File: src/rtl/vga_capture_pkg.sv
// Shared constants, FSM encoding and window helper for the VGA frame-window capture block.
package vga_capture_pkg;

  // Visible area of the 640x480 source timing.
  localparam int H_ACTIVE = 640;
  localparam int V_ACTIVE = 480;

  typedef enum logic [1:0] {
    ST_IDLE    = 2'd0,
    ST_WAIT_VS = 2'd1,
    ST_CAPTURE = 2'd2,
    ST_FINISH  = 2'd3
  } state_e;

  // True when [start, start+size) lies inside [0, limit); 11-bit sum cannot wrap.
  function automatic logic win_fits(input logic [9:0] start, input logic [10:0] size,
                                    input logic [10:0] limit);
    return ({1'b0, start} + size) <= limit;
  endfunction

endpackage

File: src/rtl/vga_capture_edge_det.sv
// Falling-edge detector: keeps a one-cycle registered copy of a level and flags 1 -> 0.
module vga_capture_edge_det #(
  parameter logic IDLE_LEVEL = 1'b1
) (
  input  logic pclk,
  input  logic reset,
  input  logic sig,
  output logic fall
);

  logic sig_d;
  logic sig_q;

  // Next value of the copy is simply the current input level.
  always_comb sig_d = sig;

  // Registered copy; resets to the signal's idle level so no edge appears after reset.
  always_ff @(posedge pclk) begin
    if (reset) sig_q <= IDLE_LEVEL;
    else       sig_q <= sig_d;
  end

  assign fall = sig_q & ~sig;

endmodule

File: src/rtl/vga_capture.sv
// Captures an IMG_W x IMG_H window of one VGA frame into a frame buffer, row-major.
module vga_capture #(
  parameter int IMG_W  = 100,
  parameter int IMG_H  = 100,
  parameter int ADDR_W = 14
) (
  input  logic              pclk,
  input  logic              reset,
  input  logic              hsync,
  input  logic              vsync,
  input  logic              valid,
  input  logic [7:0]        vga_r,
  input  logic [7:0]        vga_g,
  input  logic [7:0]        vga_b,
  input  logic [9:0]        win_x,
  input  logic [9:0]        win_y,
  input  logic              arm,
  output logic              wr_en,
  output logic [ADDR_W-1:0] wr_addr,
  output logic [23:0]       wr_data,
  output logic              busy,
  output logic              done,
  output logic              error
);
  import vga_capture_pkg::*;

  localparam logic [10:0]       WIN_W     = 11'(IMG_W);
  localparam logic [10:0]       WIN_H     = 11'(IMG_H);
  localparam logic [10:0]       LIM_X     = 11'(H_ACTIVE);
  localparam logic [10:0]       LIM_Y     = 11'(V_ACTIVE);
  localparam logic [ADDR_W-1:0] LAST_ADDR = ADDR_W'(IMG_W * IMG_H - 1);

  state_e            state_q, state_d;
  logic [9:0]        col_q, col_d;
  logic [9:0]        row_q, row_d;
  logic [9:0]        win_x_q, win_x_d;
  logic [9:0]        win_y_q, win_y_d;
  logic [ADDR_W-1:0] cnt_q, cnt_d;
  logic              wr_en_q, wr_en_d;
  logic [ADDR_W-1:0] wr_addr_q, wr_addr_d;
  logic [23:0]       wr_data_q, wr_data_d;
  logic              done_q, done_d;
  logic              error_q, error_d;

  logic              vs_fall;
  logic              valid_fall;
  logic              hs_fall_unused;
  logic [10:0]       x_end;
  logic [10:0]       y_end;
  logic              pix_hit;
  logic              arm_legal;

  // Sync edges come from registered copies; hsync is tracked but the line
  // boundary used by the counters is the valid falling edge.
  vga_capture_edge_det #(.IDLE_LEVEL(1'b1)) u_hsync_edge (
    .pclk(pclk), .reset(reset), .sig(hsync), .fall(hs_fall_unused)
  );
  vga_capture_edge_det #(.IDLE_LEVEL(1'b1)) u_vsync_edge (
    .pclk(pclk), .reset(reset), .sig(vsync), .fall(vs_fall)
  );
  vga_capture_edge_det #(.IDLE_LEVEL(1'b0)) u_valid_edge (
    .pclk(pclk), .reset(reset), .sig(valid), .fall(valid_fall)
  );

  // Column counts visible pixels in the line; row counts lines since vsync.
  always_comb begin
    col_d = col_q;
    row_d = row_q;
    if (valid_fall)  col_d = '0;
    else if (valid)  col_d = col_q + 10'd1;
    if (vs_fall)          row_d = '0;
    else if (valid_fall)  row_d = row_q + 10'd1;
  end

  // Window membership of the pixel on the inputs this cycle, plus arm legality.
  always_comb begin
    x_end     = {1'b0, win_x_q} + WIN_W;
    y_end     = {1'b0, win_y_q} + WIN_H;
    pix_hit   = valid && (col_q >= win_x_q) && ({1'b0, col_q} < x_end)
                      && (row_q >= win_y_q) && ({1'b0, row_q} < y_end);
    arm_legal = win_fits(win_x, WIN_W, LIM_X) && win_fits(win_y, WIN_H, LIM_Y);
  end

  // Capture FSM: next state, write strobe/address/data, done and sticky error.
  always_comb begin
    state_d   = state_q;
    win_x_d   = win_x_q;
    win_y_d   = win_y_q;
    cnt_d     = cnt_q;
    wr_en_d   = 1'b0;
    wr_addr_d = wr_addr_q;
    wr_data_d = wr_data_q;
    done_d    = 1'b0;
    error_d   = error_q;
    unique case (state_q)
      ST_IDLE: begin
        if (arm) begin
          win_x_d = win_x;
          win_y_d = win_y;
          error_d = 1'b0;
          if (arm_legal) begin
            state_d = ST_WAIT_VS;
          end else begin
            error_d = 1'b1;
            done_d  = 1'b1;
          end
        end
      end
      ST_WAIT_VS: begin
        if (vs_fall) begin
          state_d   = ST_CAPTURE;
          cnt_d     = '0;
          wr_addr_d = '0;
        end
      end
      ST_CAPTURE: begin
        if (pix_hit) begin
          wr_en_d   = 1'b1;
          wr_addr_d = cnt_q;
          wr_data_d = {vga_r, vga_g, vga_b};
          cnt_d     = cnt_q + ADDR_W'(1);
          if (cnt_q == LAST_ADDR) state_d = ST_FINISH;
        end
        // A new frame starting before the last write means the window was cut short.
        if (vs_fall && !(pix_hit && (cnt_q == LAST_ADDR))) begin
          error_d = 1'b1;
          state_d = ST_FINISH;
        end
      end
      ST_FINISH: begin
        done_d  = 1'b1;
        state_d = ST_IDLE;
      end
      default: state_d = ST_IDLE;
    endcase
  end

  // State and datapath registers; reset aborts any capture silently.
  always_ff @(posedge pclk) begin
    if (reset) begin
      state_q   <= ST_IDLE;
      col_q     <= '0;
      row_q     <= '0;
      win_x_q   <= '0;
      win_y_q   <= '0;
      cnt_q     <= '0;
      wr_en_q   <= 1'b0;
      wr_addr_q <= '0;
      wr_data_q <= '0;
      done_q    <= 1'b0;
      error_q   <= 1'b0;
    end else begin
      state_q   <= state_d;
      col_q     <= col_d;
      row_q     <= row_d;
      win_x_q   <= win_x_d;
      win_y_q   <= win_y_d;
      cnt_q     <= cnt_d;
      wr_en_q   <= wr_en_d;
      wr_addr_q <= wr_addr_d;
      wr_data_q <= wr_data_d;
      done_q    <= done_d;
      error_q   <= error_d;
    end
  end

  assign wr_en   = wr_en_q;
  assign wr_addr = wr_addr_q;
  assign wr_data = wr_data_q;
  assign busy    = (state_q != ST_IDLE);
  assign done    = done_q;
  assign error   = error_q;

endmodule

File: config.mk
export PLATFORM = sky130hd
export DESIGN_NAME = vga_capture
export DESIGN_NICKNAME = d
export VERILOG_FILES = /design/src/rtl/vga_capture_pkg.sv /design/src/rtl/vga_capture_edge_det.sv /design/src/rtl/vga_capture.sv
export SDC_FILE = /design/constraint.sdc
export NUM_CORES = 1
export LEC_CHECK = 0
export CORE_AREA = 5 5 106 108
export DETAILED_ROUTE_END_ITERATION = 10
export DIE_AREA = 0 0 111 113
export GPL_TIMING_DRIVEN = 1
export PLACE_DENSITY = 0.77
export SLEW_MARGIN = 20
export SYNTH_ARGS = -nofsm -noshare
export SYNTH_HDL_FRONTEND = slang
export SYNTH_SLANG_ARGS = --single-unit
File: constraint.sdc
create_clock -name pclk -period 6.3 [get_ports pclk]
set_clock_uncertainty 0.1 [all_clocks]
set_input_delay 1.575 -clock pclk [delete_from_list [all_inputs] [get_ports pclk]]
set_output_delay 1.575 -clock pclk [all_outputs]
set_load 0.01 [all_outputs]
# After elaboration in Yosys (flattened, before gate mapping)
# Cells that the tools add are included.
# totals
input_bits,50
ff_bits,99
word_cells,81
out_inout_bits,42
# op_classes
eq_ne,11
bitwise_logic,5
magnitude_cmp,6
add_sub_neg,7
mux,19
n_reduce_logical,20
# ops
cell,count
$pmux W14 S2,2
$add A10 B7 Y11 const B,4
$mux W14,3
$lt A10 B11 Y1,2
$add A10 B1 Y10 const B,2
$ge A10 B10 Y1,2
$add A14 B1 Y14 const B,1
$eq A14 B14 Y1 const B,1
$mux W2,6
$le A11 B10 Y1 const B,1
$le A11 B9 Y1 const B,1
$ne A2 B2 Y1 const B,5
$pmux W2 S4,1
$logic_and A1 B1 Y1,7
$ne A3 B3 Y1 const B,2
$reduce_and A3 Y1,2
$reduce_bool A2 Y1,3
$reduce_or A2 Y1,3
$mux W1,5
$reduce_and A5 Y1,1
$eq A2 B2 Y1 const B,2
$pmux W1 S2,2
$reduce_and A2 Y1,2
$not A1 Y1,3
4 further kinds,5

# Logic depth before layout (Yosys ltp)
# Gate-level depths: netlist of the first run.
# depth
ltp_word,10
mapped_depth,16
mapped_depth_nobuf,14

# Cells and area by module
# From an unflattened synthesis of the first run, not the netlist that was laid out.
# unflattened
cells_unflattened,605
hier_area_um2,5126.2
# modules_own_cells
mod,area_each_um2,seq_area_each_um2,cells_each,instances
vga_capture,5056.1,1941.9,599,1
vga_capture_edge_det,35.0,20.0,3,2

# Worst setup path before layout of the first run
# No wires, ideal clock.
# synth_path
path_type,input to register
start,input port valid
end,register cnt_q[13]
slack_ps,2739
t_arrival_ps,3391
setup_ps,70
stages,8
n_path_buf,2
path_cell_list,clkbuf_1 > o21ai_0 > a221oi_2 > nand4_4 > and2_1 > clkbuf_2 > or4_1 > a21oi_1
# synth_between
elab_chain_len,6
# synth_rtl
item,line_no,source
start: declaration,vga_capture.sv:11,"input logic valid,"
$logic_and A1 B1 Y1 (2 in series),vga_capture.sv:79,"pix_hit = valid && (col_q >= win_x_q) && ({1'b0, col_q} < x_end)"
$logic_and A1 B1 Y1 (2 in series),vga_capture.sv:80,"&& (row_q >= win_y_q) && ({1'b0, row_q} < y_end);"
$ne A2 B2 Y1 (no line),--,
$reduce_and A3 Y1 (no line),--,
end signal: assignment,vga_capture.sv:158,cnt_q <= cnt_d;
end: declaration,vga_capture.sv:38,"logic [ADDR_W-1:0] cnt_q, cnt_d;"
# No other way between the ends.
# A chain may end at the register's enable or synchronous reset.

# Worst setup path in the final report of the first run
# layout_path
start,register win_y_q[2]
end,register cnt_q[13]
# layout_between
elab_chain_len,5
elab_cells_between_ends,7
classes_between,add/sub (1); order compare (2); eq/ne (1); reduce/logical (3)
# layout_rtl
item,line_no,source
start: declaration,vga_capture.sv:37,"logic [9:0] win_y_q, win_y_d;"
start signal: assignment,vga_capture.sv:157,win_y_q <= win_y_d;
$add A10 B7 Y11 or $ge A10 B10 Y1 (tied branches),"vga_capture.sv:78, vga_capture.sv:80",
$lt A10 B11 Y1 or $logic_and A1 B1 Y1 (tied branches),vga_capture.sv:80,
$logic_and A1 B1 Y1 (*),vga_capture.sv:80,
$ne A2 B2 Y1 (no line) (*),--,
$reduce_and A3 Y1 (no line) (*),--,
# Every way passes the cells marked *; elsewhere a longest branch is shown, timed or not.

==> flow_summary_export.csv, run 1 <==
group,metric,value,unit
clock_tree,cts_buffers,9,
clock_tree,cts_buffer_depth,2,
worst_hold_path,hp-class,"reg -> reg",
worst_setup_path,worstPathRequired,6.50,ns
sta,finalCriticalPeriod,4.12,ns
clock_tree,root_buffer,"clkbuf_8",
sta,timing.final.hold_violations,0,
worst_setup_path,reg2regPathDepth,13,
synthesis,syn_area_per_cell,8.46,um^2
floorplanning,fp.dieW,111,um
run_status,outcome,"finished clean",
place,io_buffer_count,90,
global_route,grt_first_pass_wirelength,19.9,mm
global_route,antenna_found_initial,0,
global_route,grt_start_max_net_pins,72,
sta,finalMaxSlewViolations,0,
route,vias,4397,
power,peakVddDrop,110,uV
sta,fmax,242,MHz
synthesis,async_flop_share,0,%
route,wl_per_cell,14.3,um
worst_setup_path,critPathLaunchType,"register",
sta,tns,0,ns
power,intPower,989,uW
worst_setup_path,r2r_slack,2.18,ns
floorplanning,die_y,113,um
worst_setup_path,cp_cell_sequence,"ha_1, a21oi_1, nand2_1, nand2_1, xnor2_1, ha_1, a2111oi_0, o21ai_0, o221ai_1, nand4_4, and2_1, or4_1, a21oi_1",
worst_setup_path,crit_arrival,4.33,ns
worst_setup_path,cp_max_fo,25,
power,power.total,1.46,mW
floorplanning,initial_core_util,49.8,%
clock_tree,clkSinkCount,99,
clock_tree,clk_latency,0.37,ns
power,p_leak,2.30,nW
sta,slew_headroom,43.9,%
floorplanning,ios,92,
worst_setup_path,r2r-end,"cnt_q[13]",
sta,rsz0062_at_grt,"false",
worst_setup_path,cpPeakStageDelay,0.60,ns
worst_setup_path,critPathKind,"reg -> reg",
global_route,grt_pass1_vias,4364,
final_layout,nets,772,
sta,setup_viol,0,
synthesis,yosysTopAreaCellShare,39.3,%
final_layout,multiInputGateArea,2850,um^2
worst_hold_path,worstHoldStart,"wr_addr[9]",
worst_setup_path,r2r-start,"win_y_q[2]",
sta,hold_ws,0.363,ns
global_route,grt.overflow.total,0,
route,antenna_left,0,
route,viasPerCell,5.38,
synthesis,yosysTopAreaCell,"dfxtp_1",
worst_setup_path,crit_slowest_cell,"or4_1",
final_layout,layout-drive-gt1-share,4.40,%
synthesis,postSynthCellCount,597,
route,drtPass1Iterations,4,
route,drc,0,
power,power_density,233,nW/um^2
final_layout,diodes,0,
power,pwr-share-comb,23.8,%
power,p_sw,469,uW
synthesis,ys.flop_type,"dfxtp_1",
final_layout,num-fill-cells,862,
clock_tree,path_clk_slew,0.10,ns
sta,post-route-period-util,65.5,%
final_layout,post-route-util,61.6,%
synthesis,ys_types,48,
clock_tree,ctsHoldBuffers,0,
clock_tree,cts_tree,"done",
route,wl,11.7,mm
place,place_congestion,0.889,
clock_tree,htreeDepth,3,
floorplanning,core,10100,um^2
floorplanning,rows,37,
worst_setup_path,end_kind,"register",
synthesis,synth_edf_count,0,
synthesis,synth_warnings,0,
clock_tree,ctsResizeCount,0,
floorplanning,die_area,12500,um^2
synthesis,ys_ff_latch,99,
worst_hold_path,whs_endpoint,"wr_addr[9]",
run,max-cap-violations,0,
power,clkPwrFrac,29.3,%
place,hpwl,8.78,mm
synthesis,seq_area_frac_synth,39.3,%
synthesis,synthesis.nets,692,
route,drtIter0Drc,222,
sta,max_slew.worst_pin.slew,0.839,ns
final_layout,syn2layout_area_growth,23.7,%
global_route,grt_usage,18.9,%
power,switching_share,32.2,%
power,seqPwrFrac,46.9,%
synthesis,synthesis.area,5050,um^2
final_layout,regArea,1980,um^2
worst_hold_path,hold_depth,2,
synthesis,ys_top_cells_by_area,"dfxtp_1 39%, ha_1 11%, nand2_1 6.5%",
clock_tree,cts_setup_buffers,0,
[power by group through the flow]
stage	combinational (mW)	clock [mW]	sequential, mW
floorplan	0.236	0	0.693
global placement	0.330	0	0.697
detailed placement	0.345	0	0.698
CTS	0.347	0.440	0.684
global route	0.394	0.465	0.689
finish	0.346	0.427	0.684
[sequential cells by signal, summed over array words and instances, names as in the netlist, 2 cells and up]
name     count
col_q       10
state_q      2
wr_data     24
win_x_q     10
wr_addr     14
win_y_q     10
row_q       10
cnt_q       14
[placed cells by master, fill, tap and decap left out, types with 7 or more instances in the layout]
cell type        synthesis  final
xnor2_1                 20     20
nand3_1                 26     26
nand2_1                 88     88
nand4_1                  7      7
xor2_1                  13     13
ha_1                    45     45
inv_1                   33     33
clkbuf_8                 0      9
nor2_1                  63     62
o21ai_0                 10     10
a21oi_1                 54     54
mux2i_1                 27     27
clkdlybuf4s50_1          0     89
nor3_1                   8      8
and3_1                  10     10
dfxtp_1                 99     99
[per-layer routing]
metal | global-route usage (%) | vias up | part of all wire (%)
met5 | 0 | - | 0
met4 | 7.80 | 0 | 1.5
met3 | 4.87 | 12 | 6.0
met2 | 33.3 | 89 | 50
met1 | 21.9 | 2071 | 42
li1 | - | 2225 | -
[worst max path at each step]
stage,end,from,cells after the start,slack (ns)
6_report,cnt_q[13],win_y_q[2],13,2.18
5_1_grt,cnt_q[13],win_y_q[2],13,1.77
4_1_cts,cnt_q[13],win_y_q[2],13,2.15
3_5_place_dp,cnt_q[13],valid,7,1.83
3_3_place_gp,cnt_q[13],valid,7,1.85
2_1_floorplan,cnt_q[13],valid,8,2.74
[logic make-up after synthesis]
logic type / Yosys count / share of synthesized area [%]
compound gates: 103 / 12.9
mux: 27 / 5.35
buf+inv: 57 / 4.41
flops: 99 / 39.3
xor+xnor: 33 / 5.72
fa+ha+maj: 45 / 11.2
simple gates: 233 / 21.2
[stage by stage]
| step | setup slack [ns] | cells | instance area, um^2 |
|---|---|---|---|
| after floorplan | 2.74 | 597 | 5050 |
| after global placement | 1.85 | 802 | 6040 |
| after detailed placement | 1.83 | 802 | 6040 |
| after CTS | 2.15 | 818 | 6250 |
| after global routing | 1.77 | 818 | 6250 |
| final | 2.18 | 818 | 6250 |
[synthesized netlist by cell type, types with 2 or more instances]
cell / count
o211ai_1: 2
and2_1: 2
o21a_1: 5
a31oi_1: 2
dfxtp_1: 99
a211oi_1: 6
buf_4: 2
nand2b_1: 2
clkbuf_1: 19
a2111oi_0: 3
mux2i_1: 27
o31ai_1: 6
a221oi_2: 2
nand3_1: 26
nand4b_1: 2
inv_1: 33
a41oi_1: 2
o2111ai_1: 2
nor2_1: 63
o221ai_1: 2
nor2b_1: 5
ha_1: 45
a21oi_1: 54
and3_1: 10
xor2_1: 13
or3_1: 4
o21ai_0: 10
nor4_1: 2
nand4_1: 7
or4_1: 5
or2_2: 4
nand2_1: 88
xnor2_1: 20
buf_1: 2
nor3_1: 8
[layout make-up]
class / count / share of cell area (%)
clock buffer: 9 / 1.98
clock inverter: 7 / 1.30
sequential: 99 / 31.7
multi-input combinational: 441 / 45.6
tap: 136 / 2.72
timing repair buffer: 93 / 14.7
inverter: 33 / 1.98
[worst max-delay path: cells and delay by family, from the launching register on]
family | cells | cell delay, ns
compound gates | 5 | 1.34
xor+xnor | 1 | 0.13
fa+ha+maj | 2 | 0.51
flops | 1 | 0.37
simple gates | 5 | 1.61
(Power assumes the default switching activity.)
==> run 2, diff against run 1 <==
==> constraint.sdc (replaced) <==
create_clock -name pclk -period 3.8 [get_ports pclk]
set_clock_uncertainty 0.1 [all_clocks]
set_input_delay 0.95 -clock pclk [delete_from_list [all_inputs] [get_ports pclk]]
set_output_delay 0.95 -clock pclk [all_outputs]
set_load 0.01 [all_outputs]
==> flow_summary_export.csv, run 2 (same netlist as run 1, synthesis figures left out) <==
group,metric,value,unit
global_route,antenna_found_initial,0,
worst_setup_path,cp_max_fo,5,
sta,slew_headroom,47.3,%
power,switching_share,33.0,%
route,drtIter0Drc,154,
final_layout,largest_reg_flops,24,
sta,fmax,278,MHz
worst_setup_path,cpPeakStageDelay,0.57,ns
clock_tree,cts_tree,"done",
worst_setup_path,r2r-start,"win_x_q[2]",
sta,rsz0062_at_grt,"false",
power,power_density,376,nW/um^2
sta,finalMaxSlewViolations,0,
place,io_buffer_count,90,
route,viasPerCell,5.34,
sta,tns,0,ns
sta,post-route-period-util,94.6,%
floorplanning,die_area,12500,um^2
route,wl,12.1,mm
power,clkPwrFrac,27.1,%
sta,finalCriticalPeriod,3.60,ns
place,dpl_cell_area,6090,um^2
worst_hold_path,hold_depth,2,
clock_tree,clkSinkCount,99,
worst_setup_path,r2r_slack,0.20,ns
worst_setup_path,crit_arrival,3.76,ns
power,p_leak,2.34,nW
global_route,grt.overflow.total,0,
clock_tree,cts_buffer_depth,2,
worst_hold_path,hp-class,"reg -> reg",
worst_setup_path,critical-path-top-delay-family,"compound AO/OA/AOI/OAI gates",
power,power.total,2.37,mW
power,peakVddDrop,216,uV
worst_setup_path,reg2regPathDepth,14,
final_layout,layout_common_cells,"97 x dfxtp_1, 89 x clkdlybuf4s50_1, 87 x nand2_1",
place,place_congestion,0.909,
worst_hold_path,worstHoldStart,"wr_addr[10]",
sta,max_slew.worst_pin.slew,0.789,ns
worst_setup_path,critPathKind,"reg -> reg",
power,seqPwrFrac,47.9,%
worst_setup_path,end_kind,"register",
floorplanning,rows,37,
floorplanning,die_y,113,um
final_layout,diodes,0,
worst_setup_path,crit_slowest_cell,"a2111oi_2",
route,drc,0,
floorplanning,initial_core_util,49.8,%
power,p_sw,784,uW
global_route,grt_usage,19.1,%
worst_setup_path,critPathLaunchType,"register",
floorplanning,fp.dieW,111,um
clock_tree,root_buffer,"clkbuf_8",
sta,setup_viol,0,
clock_tree,clk_latency,0.37,ns
global_route,grt_pass1_vias,4408,
global_route,grt_first_pass_wirelength,20.2,mm
worst_hold_path,whs_endpoint,"wr_addr[10]",
sta,timing.final.hold_violations,0,
power,intPower,1.59,mW
worst_setup_path,crit_buf_inv,1,
final_layout,num-fill-cells,885,
final_layout,final_common_cell,"dfxtp_1",
final_layout,final_cells,826,
final_layout,syn2layout_area_growth,25.0,%
clock_tree,cts_buffers,9,
route,drtPass1Iterations,5,
final_layout,layout-drive-gt1-share,6.52,%
power,pwr-share-comb,25.0,%
route,wl_per_cell,14.6,um
route,antenna_left,0,
floorplanning,core,10100,um^2
final_layout,fin_area,6310,um^2
route,vias,4411,
final_layout,nets,781,
place,place_ws,0.0805,ns
sta,fin_ws,0.205,ns
clock_tree,htreeDepth,3,
place,dpl.cell_count,809,
floorplanning,ios,92,
clock_tree,path_clk_slew,0.10,ns
place,hpwl,9.09,mm
worst_setup_path,r2r-end,"cnt_q[9]",
worst_setup_path,cp_cell_sequence,"ha_1, a21oi_2, nand2_1, nand2_1, xnor2_1, ha_1, a211oi_1, o221ai_1, a221oi_2, buf_4, nand4_4, a2111oi_2, a21oi_1, a31o_1",
worst_setup_path,worstPathRequired,3.97,ns
global_route,grt_start_max_net_pins,40,
run_status,outcome,"finished clean",
run,max-cap-violations,0,
-- run 2: cell count changes in the layout (fill, tap and decap cells not counted), moves of 2 or more --
cell,before,now
a21oi_1,54,52
a21oi_2,0,2
buf_4,3,12
dfxtp_1,99,97
dfxtp_2,0,2
-- run 2: final cells by class --
cell class | count | area, um^2 | share of cell area (%)
clock buffer | 9 | 124 | 1.96
clock inverter | 6 | 57.6 | 0.912
timing repair buffer | 102 | 986 | 15.6
sequential | 99 | 1980 | 31.4
multi-input combinational | 441 | 2870 | 45.4
inverter | 33 | 124 | 1.96
tap | 136 | 170 | 2.70
-- run 2: how the worst max path moves through the flow --
stage	startpoint	endpoint	slack (ns)	cells past startpoint
floorplan	win_x_q[2]	cnt_q[13]	0.44	14
global placement	win_x_q[2]	cnt_q[13]	0.24	13
detailed placement	win_y_q[2]	cnt_q[13]	0.08	14
CTS	win_x_q[2]	cnt_q[13]	0.01	13
global route	win_x_q[2]	wr_data[15]	0.03	16
finish	win_x_q[2]	cnt_q[9]	0.20	14
-- run 2: worst register-to-register path, stage by stage (launching register included) --
cell and delay, ns:
dfxtp_1 0.37, ha_1 0.25, a21oi_2 0.21, nand2_1 0.11, nand2_1 0.10, xnor2_1 0.13, ha_1 0.27, a211oi_1 0.26
o221ai_1 0.22, a221oi_2 0.28, buf_4 0.17, nand4_4 0.11, a2111oi_2 0.57, a21oi_1 0.15, a31o_1 0.20
-- run 2: through the flow --
stage	util, %	hold slack [ns]
finish	62.3	0.356
global route	62.3	0.380
CTS	61.9	0.360
detailed placement	60.1	0.346
global placement	60.1	0.345
floorplan	-	0.336
-- run 2: timing repair --
action                                  CTS  global route
setup buffers                             0             2
endpoints found under the setup margin    0            37
hold buffers                              0             0
resized for setup                         0             9
-- run 2: per-layer routing --
metal  track usage, %  wire, um  vias to the layer above
met2             35.4      6210                       90
met3             5.40       588                       13
met1             21.6      5100                     2076
li1                 -         -                     2232
met4             5.17       164                        0
met5                0         0                        -
-- run 2: power by group through the flow --
stage,sequential [mW],combinational [mW],clock (mW)
2_1_floorplan,1.15,0.391,0
3_5_place_dp,1.16,0.575,0
3_3_place_gp,1.15,0.554,0
5_1_grt,1.14,0.663,0.705
6_report,1.14,0.594,0.644
4_1_cts,1.13,0.580,0.661
